[config.mk]
export PLATFORM = sky130hd
export DESIGN_NAME = vga_color_arbiter
export DESIGN_NICKNAME = d
export VERILOG_FILES = /design/src/rtl/vga_color_arbiter.sv
export SDC_FILE = /design/constraint.sdc
export NUM_CORES = 1
export LEC_CHECK = 0
export CAP_MARGIN = 20
export CORE_UTILIZATION = 49
export DETAILED_ROUTE_END_ITERATION = 7
export PLACE_DENSITY = 0.83
export SLEW_MARGIN = 20
export SYNTH_ARGS = -nofsm -noshare
export SYNTH_HDL_FRONTEND = slang
export SYNTH_SLANG_ARGS = --single-unit
[constraint.sdc]
create_clock -name Clk_50MHz -period 3.55 [get_ports Clk_50MHz]
set_input_delay 1.065 -clock Clk_50MHz [delete_from_list [all_inputs] [get_ports Clk_50MHz]]
set_output_delay 1.065 -clock Clk_50MHz [all_outputs]
set_load 0.005 [all_outputs]
[src/rtl/vga_color_arbiter.sv]
// -----------------------------------------------------------------------------
// vga_color_arbiter
//
// Arbitrates colour-change requests from two requesters and applies the
// winning colour to the VGA datapath only at vertical blanking, so the visible
// picture never tears mid-frame.
//
// Flow: IDLE picks a winner round-robin and snapshots its colour into a
// pending register. WAIT_FRAME holds the grant until the next Frame_Start. A
// one-cycle APPLY then presents the new colour together with a single Ack pulse.
// If the granted requester withdraws its request while waiting, the grant is
// cancelled without an Ack.
//
// Optional feature (compile-time macro VGA_AUTO_CYCLE_EN):
//   While idle with no requests, every CYCLE_FRAMES frame starts the output
//   colour steps through five presets: red, green, blue, (244,201,188) and
//   (118,15,212), then wraps back to red. Without the macro the counter, the
//   preset index and the preset table are not built.
//
// Parameters:
//   CYCLE_FRAMES  idle frame starts between auto-cycle steps (macro builds only)
//
// Ports:
//   Clk_50MHz    in   1   sole clock, rising edge
//   Rst          in   1   synchronous active-high reset
//   Frame_Start  in   1   one-cycle pulse at start of vertical blanking
//   Req          in   2   level request per requester, held until Ack
//   Color0       in  24   requester 0 colour {R,G,B}
//   Color1       in  24   requester 1 colour {R,G,B}
//   Gnt          out  2   registered one-hot grant (or zero)
//   Ack          out  2   one-cycle pulse when the colour has been applied
//   Red          out  8   registered active red
//   Green        out  8   registered active green
//   Blue         out  8   registered active blue
//   Busy         out  1   registered, high whenever the FSM is not IDLE
// -----------------------------------------------------------------------------
module vga_color_arbiter #(
   parameter int unsigned CYCLE_FRAMES = 60
) (
   input  logic        Clk_50MHz,
   input  logic        Rst,
   input  logic        Frame_Start,
   input  logic [1:0]  Req,
   input  logic [23:0] Color0,
   input  logic [23:0] Color1,
   output logic [1:0]  Gnt,
   output logic [1:0]  Ack,
   output logic [7:0]  Red,
   output logic [7:0]  Green,
   output logic [7:0]  Blue,
   output logic        Busy
);

   typedef enum logic [1:0] {
      IDLE       = 2'd0,
      WAIT_FRAME = 2'd1,
      APPLY      = 2'd2
   } state_t;

   // Round-robin pick. Only meaningful when at least one request is high:
   // with both high the requester not served last wins, otherwise the only
   // active requester wins.
   function automatic logic rr_pick(input logic [1:0] req, input logic last_served);
      logic win;
      if (req == 2'b11) begin
         win = ~last_served;
      end else begin
         win = req[1];
      end
      return win;
   endfunction

   // Requester index to one-hot vector.
   function automatic logic [1:0] to_one_hot(input logic idx);
      logic [1:0] vec;
      if (idx) begin
         vec = 2'b10;
      end else begin
         vec = 2'b01;
      end
      return vec;
   endfunction

`ifdef VGA_AUTO_CYCLE_EN
   // Counter runs 0..CYCLE_FRAMES-1; the frame start that would take it to
   // CYCLE_FRAMES is the step frame, and the counter goes straight back to 0.
   localparam int unsigned CNT_W = (CYCLE_FRAMES > 1) ? $clog2(CYCLE_FRAMES) : 1;
   localparam logic [CNT_W-1:0] CNT_LAST = CNT_W'(CYCLE_FRAMES - 1);

   // Auto-cycle preset table.
   function automatic logic [23:0] preset_color(input logic [2:0] idx);
      logic [23:0] col;
      case (idx)
         3'd0:    col = {8'd255, 8'd0,   8'd0};
         3'd1:    col = {8'd0,   8'd255, 8'd0};
         3'd2:    col = {8'd0,   8'd0,   8'd255};
         3'd3:    col = {8'd244, 8'd201, 8'd188};
         3'd4:    col = {8'd118, 8'd15,  8'd212};
         default: col = {8'd255, 8'd0,   8'd0};
      endcase
      return col;
   endfunction

   logic [CNT_W-1:0] frame_cnt_r;
   logic [2:0]       preset_idx_r;
`endif

   state_t      state_r;
   logic [23:0] pending_r;
   logic        winner_r;       // index of the currently granted requester
   logic        last_served_r;  // index of the requester acknowledged last
   logic [1:0]  gnt_r;
   logic [1:0]  ack_r;
   logic [7:0]  red_r;
   logic [7:0]  green_r;
   logic [7:0]  blue_r;
   logic        busy_r;
   logic        pick_s;

   // Winner candidate for the current cycle's requests.
   always_comb begin
      pick_s = rr_pick(Req, last_served_r);
   end

   // Arbitration FSM with registered outputs and (optionally) auto-cycle.
   always_ff @(posedge Clk_50MHz) begin
      if (Rst) begin
         state_r       <= IDLE;
         pending_r     <= 24'h000000;
         winner_r      <= 1'b0;
         last_served_r <= 1'b1;
         gnt_r         <= 2'b00;
         ack_r         <= 2'b00;
         red_r         <= 8'd255;
         green_r       <= 8'd255;
         blue_r        <= 8'd255;
         busy_r        <= 1'b0;
`ifdef VGA_AUTO_CYCLE_EN
         frame_cnt_r   <= CNT_W'(0);
         preset_idx_r  <= 3'd0;
`endif
      end else begin
         case (state_r)
            IDLE: begin
               ack_r <= 2'b00;
               if (Req != 2'b00) begin
                  // Accept: colour is snapshotted now. A Frame_Start in this
                  // same cycle is deliberately ignored; the grant waits for
                  // the next one.
                  winner_r  <= pick_s;
                  pending_r <= pick_s ? Color1 : Color0;
                  gnt_r     <= to_one_hot(pick_s);
                  busy_r    <= 1'b1;
                  state_r   <= WAIT_FRAME;
`ifdef VGA_AUTO_CYCLE_EN
                  frame_cnt_r <= CNT_W'(0);
`endif
               end else begin
                  gnt_r   <= 2'b00;
                  busy_r  <= 1'b0;
                  state_r <= IDLE;
`ifdef VGA_AUTO_CYCLE_EN
                  if (Frame_Start) begin
                     if (frame_cnt_r == CNT_LAST) begin
                        {red_r, green_r, blue_r} <= preset_color(preset_idx_r);
                        frame_cnt_r  <= CNT_W'(0);
                        preset_idx_r <= (preset_idx_r == 3'd4) ? 3'd0 : preset_idx_r + 3'd1;
                     end else begin
                        frame_cnt_r <= frame_cnt_r + CNT_W'(1);
                     end
                  end
`endif
               end
            end

            WAIT_FRAME: begin
               ack_r <= 2'b00;
               if (!Req[winner_r]) begin
                  // Withdrawal beats a simultaneous Frame_Start.
                  gnt_r   <= 2'b00;
                  busy_r  <= 1'b0;
                  state_r <= IDLE;
               end else if (Frame_Start) begin
                  // Colour and Ack become visible together in the APPLY cycle.
                  {red_r, green_r, blue_r} <= pending_r;
                  ack_r         <= to_one_hot(winner_r);
                  gnt_r         <= 2'b00;
                  last_served_r <= winner_r;
                  busy_r        <= 1'b1;
                  state_r       <= APPLY;
               end else begin
                  state_r <= WAIT_FRAME;
               end
            end

            APPLY: begin
               // Requests are not sampled here: a requester still holding Req
               // in the next (IDLE) cycle is taken as a fresh request.
               ack_r   <= 2'b00;
               gnt_r   <= 2'b00;
               busy_r  <= 1'b0;
               state_r <= IDLE;
            end

            default: begin
               ack_r   <= 2'b00;
               gnt_r   <= 2'b00;
               busy_r  <= 1'b0;
               state_r <= IDLE;
            end
         endcase
      end
   end

   assign Gnt   = gnt_r;
   assign Ack   = ack_r;
   assign Red   = red_r;
   assign Green = green_r;
   assign Blue  = blue_r;
   assign Busy  = busy_r;

endmodule

# Word-level counts from Yosys, hierarchy flattened
# Cells that the tools add are included.
[totals]
ff_bits = 57
in_bits = 53
output_inout_bits = 29
word_cells = 41
[op_classes]
n_lt_le_gt_ge = 1
eq_ne = 3
muxes = 18
n_bitwise = 4
n_reduce_logical = 5
[ops]
columns = ["cell", "n"]
rows = [
  ["$mux 24", 1],
  ["$mux 2", 7],
  ["$pmux 2 s2", 2],
  ["$mux 1", 7],
  ["$not 1->1", 4],
  ["$reduce_or 4->1", 1],
  ["$ne 3x3->1 const B", 1],
  ["$reduce_and 3->1", 1],
  ["$eq 2x1->1 const B", 1],
  ["$eq 2x2->1 const B", 1],
  ["$logic_not 2->1", 1],
  ["$lt 1x2->1 const B", 1],
  ["$pmux 1 s2", 1],
  ["$reduce_and 2->1", 1],
  ["$reduce_bool 2->1", 1],
]

# Depth between registers and ports, before layout
[logic_depth]
ltp_word = 5
depth_mapped = 6
depth_no_buf = 3

# Worst setup path before layout
# Ideal clock, no wire load.
[synth_timing]
path_kind = "in2reg"
from = "in Req[0]"
to = "reg pending_r[10]"
setup_ns = 0.089
arrival_ns = 1.989
required_time_ns = 3.461
slack_ns = 1.472
cell_stages = 6
n_path_buf = 3
path_cell_list = "or2_1 buf_6 and2_4 buf_6 buf_6 a311oi_2"
[synth_via]
elab_chain_len = 3
word_cells_on_any_way = 5
classes_between = "eq/ne: 1; mux: 2; reduce/logical: 2"
[synth_lines]
columns = ["item", "line_no", "text"]
rows = [
  ["start: declaration", "43", "input logic [1:0] Req,"],
  ["$eq 2x2->1", "65", "if (req == 2'b11) begin"],
  ["$mux 1", "65", ""],
  ["$mux 24", "151", "pending_r <= pick_s ? Color1 : Color0;"],
  ["end signal: assignment", "151", ""],
  ["end: declaration", "109", "logic [23:0] pending_r;"],
]
# Parallel ways exist; a longest one is shown, timed or not.
# A chain may end at the register's enable or synchronous reset.

# Final worst setup path
[layout_timing]
from = "in Req[0]"
to = "reg pending_r[1]"
# Same word-level chain as after synthesis.

==> metrics.csv <==
stage,metric,value,unit
status,status,finished clean,
placement,Port-buffer cells,81,
yosys,Yosys top cell area share,44.8,%
sta,FMAX,394,MHz
setup_path,critical path class,input pin to register,
yosys,sequential area share after synthesis,44.8,%
yosys,"Net Count, Synth",308,
die,core box area,0.00485,mm2
power,Int Power,1.18,mW
yosys,Mapped Area,0.00255,mm2
setup_path,R2R Setup Slk,1.76,ns
die,initial core utilization,52.5,%
clock_network,clk slew on worst S/H paths,0.07,ns
setup_path,worst-path fanout max,16,
global_routing,largest net degree at the start of global routing,38,
setup_path,Worst R2R Path Depth,4,
layout,Layout area overhead,38.5,%
clock_network,"Setup Fix Bufs, Post-CTS",0,
global_routing,GRT Util Overall,25.9,%
detailed_routing,Routed Antenna Nets,0,
detailed_routing,via/cell ratio,5.82,
die,Die Y,74.1,um
sta,"Slew Viols, Final",0,
worst_hold_path,Hold Path End,Red[2],
die,area of the die,0.00549,mm2
power,Psw,0.421,mW
global_routing,number of global-route vias before repair,2220,
clock_network,CTS tree,yes,
detailed_routing,final wirelength,6610,um
placement,Post-DP HPWL,4260,um
sta,Clock Skew,0.00979,ns
clock_network,Post-CTS Hold Fix Bufs,0,
yosys,Cells after Synth,255,
die,num ports,82,
yosys,Post-synth top cells,"57 x dfxtp_1, 52 x nand2_1, 26 x a21oi_1, 25 x a211o_1, 25 x nor3b_1",
power,maximum vdd drop,0.220,mV
power,Flop pwr share,45.2,%
layout,Nets,382,
worst_hold_path,hold path depth,1,
power,Pleak,1.27,nW
worst_hold_path,Worst Hold Class,register to register,
sta,Tmin final,2.54,ns
detailed_routing,drt first pass iters,5,
clock_network,Resized cells post-CTS,0,
yosys,Synth Area per Inst,9.99,um2
die,cell row count,25,
job,Max Cap Viol,0,
clock_network,CTS H-tree lvls,3,
power,Logic pwr share,18.6,%
global_routing,grt ovf,0,
sta,Final Hold Viols,0,
yosys,Post-synth ARST share,0,%
placement,Placed Cells,385,
global_routing,global-route wire length before repair,10600,um
layout,layout cells sized above 1,15.3,%
yosys,Synth Warn #,0,
layout,diode count,0,
yosys,Unique masters post-synth,31,
power,Power Dens Cells,453,mW/mm2
yosys,post-synthesis register bit count,57,
yosys,top-count cell post-synth,dfxtp_1,
layout,Layout Utilization,72.8,%
yosys,ys flop type,dfxtp_1,
setup_path,crit path launch type,input pin,
sta,Worst slew margin,46.0,%
clock_network,Root Driver,clkbuf_8,
global_routing,initial antenna violation count,0,
clock_network,clk buf depth,2,
power,Total Power,1.60,mW
sta,Worst-Margin Slew,0.810,ns
worst_hold_path,Hold Startpoint,Red[2],
sta,final setup vio count,0,
clock_network,clk_lat worst skew,0.34,ns
setup_path,worst r2r src,winner_r,
detailed_routing,vias after detailed routing,2333,
power,Sw Ratio,26.3,%
die,Die Wd,74.1,um
layout,final non-filler cell total,401,
setup_path,Crit Reg-Reg Endpoint,Green[0],
sta,setup TNS,0,ns
clock_network,TritonCTS Buffers,9,
setup_path,Critical Path AT,2.77,ns
setup_path,CP endpoint kind,register,
detailed_routing,drt initial violations,150,
yosys,synth top area cells,"dfxtp_1 45%, a311oi_2 12%, a211o_1 8.6%, nand2_1 7.7%, nor3b_1 7.4%",
detailed_routing,Residual DRC,0,
yosys,"EDFF count, synth",0,
detailed_routing,WL/cell,16.5,um
placement,RePlAce Congestion,0.796,
power,clock power share,36.2,%
sta,RSZ-0062 raised after global routing,no,
layout,Fillers,369,
setup_path,WP data required,3.79,ns
clock_network,CTS Sinks,57,
sta,fin crit share,71.4,%
yosys,leading area contributor after synthesis,dfxtp_1,
area by class of cell:
type                    instances  area, um2  area share (%)
repair buffers                 88        858            24.3
multi-input cells             173       1250            35.5
clock buffers                  14        183            5.18
clock inverters                 2       10.0           0.284
well taps                      67       83.8            2.38
flip-flops and latches         57       1140            32.3
cells in the final DEF (no fill, tap or decap), drive strengths merged:
cell type / n
clkinv: 2
dfxtp: 57
a21boi: 1
nand2: 52
o32ai: 1
a21bo: 2
or3b: 1
a211oi: 1
a21oi: 26
mux2i: 1
a311oi: 24
nand3b: 2
or2: 1
a211o: 25
nor3: 1
nor4b: 1
mux2: 1
buf: 8
a2111oi: 1
nor4bb: 1
nand3: 1
nor3b: 25
clkdlybuf4s50: 80
nor2: 3
nand2b: 1
and2: 1
clkbuf: 14
metal layers:
metal	vias up	GRT usage [%]	share of wire (%)
met5	-	0	0
met4	0	9.40	1.8
met3	15	6.78	6.2
met2	89	44.2	50
met1	1133	31.3	42
li1	1096	-	-
power groups by stage:
stage,combinational (mW),sequential [mW],clock (mW)
after CTS,0.297,0.721,0.580
final,0.297,0.723,0.579
after global placement,0.289,0.732,0
after floorplan,0.179,0.729,0
after detailed placement,0.296,0.734,0
after global routing,0.321,0.727,0.611
worst max-delay path by stage:
stage | startpoint | end | slack, ns | cells after the start
global route | Req[1] | pending_r[22] | 0.86 | 4
global placement | Frame_Start | Green[6] | 0.73 | 5
finish | Req[0] | pending_r[1] | 1.01 | 5
detailed placement | Req[0] | pending_r[1] | 0.69 | 4
CTS | Req[0] | pending_r[22] | 1.02 | 5
floorplan | Req[0] | pending_r[10] | 1.47 | 6
logic make-up after synthesis:
family / synth area share, %
AND/OR/NAND/NOR: 19.0
AO/OA/AOI/OAI: 29.1
flip-flops: 44.8
buffers and inverters: 6.04
multiplexers: 1.13
critical path: stages:
cell and delay [ns]:
clkdlybuf4s50_1 0.58, or2_1 0.41, buf_4 0.31, a21oi_1 0.10
a311oi_1 0.30
per-stage QoR:
step | instance area (um2) | hold slack (ns) | worst slack (ns)
finish | 3530 | 0.461 | 1.01
global placement | 3340 | 0.444 | 0.727
floorplan | 2550 | 0.461 | 1.47
CTS | 3530 | 0.463 | 1.02
global route | 3530 | 0.479 | 0.856
detailed placement | 3340 | 0.449 | 0.688
state kept, by name (all words and copies together) (netlist names):
| signal | flops |
|---|---|
| winner_r | 1 |
| Ack | 2 |
| state_r | 2 |
| pending_r | 24 |
| Busy | 1 |
| Green | 8 |
| Blue | 8 |
| Gnt | 2 |
| last_served_r | 1 |
| Red | 8 |
Power figures use the tool's default switching activity.
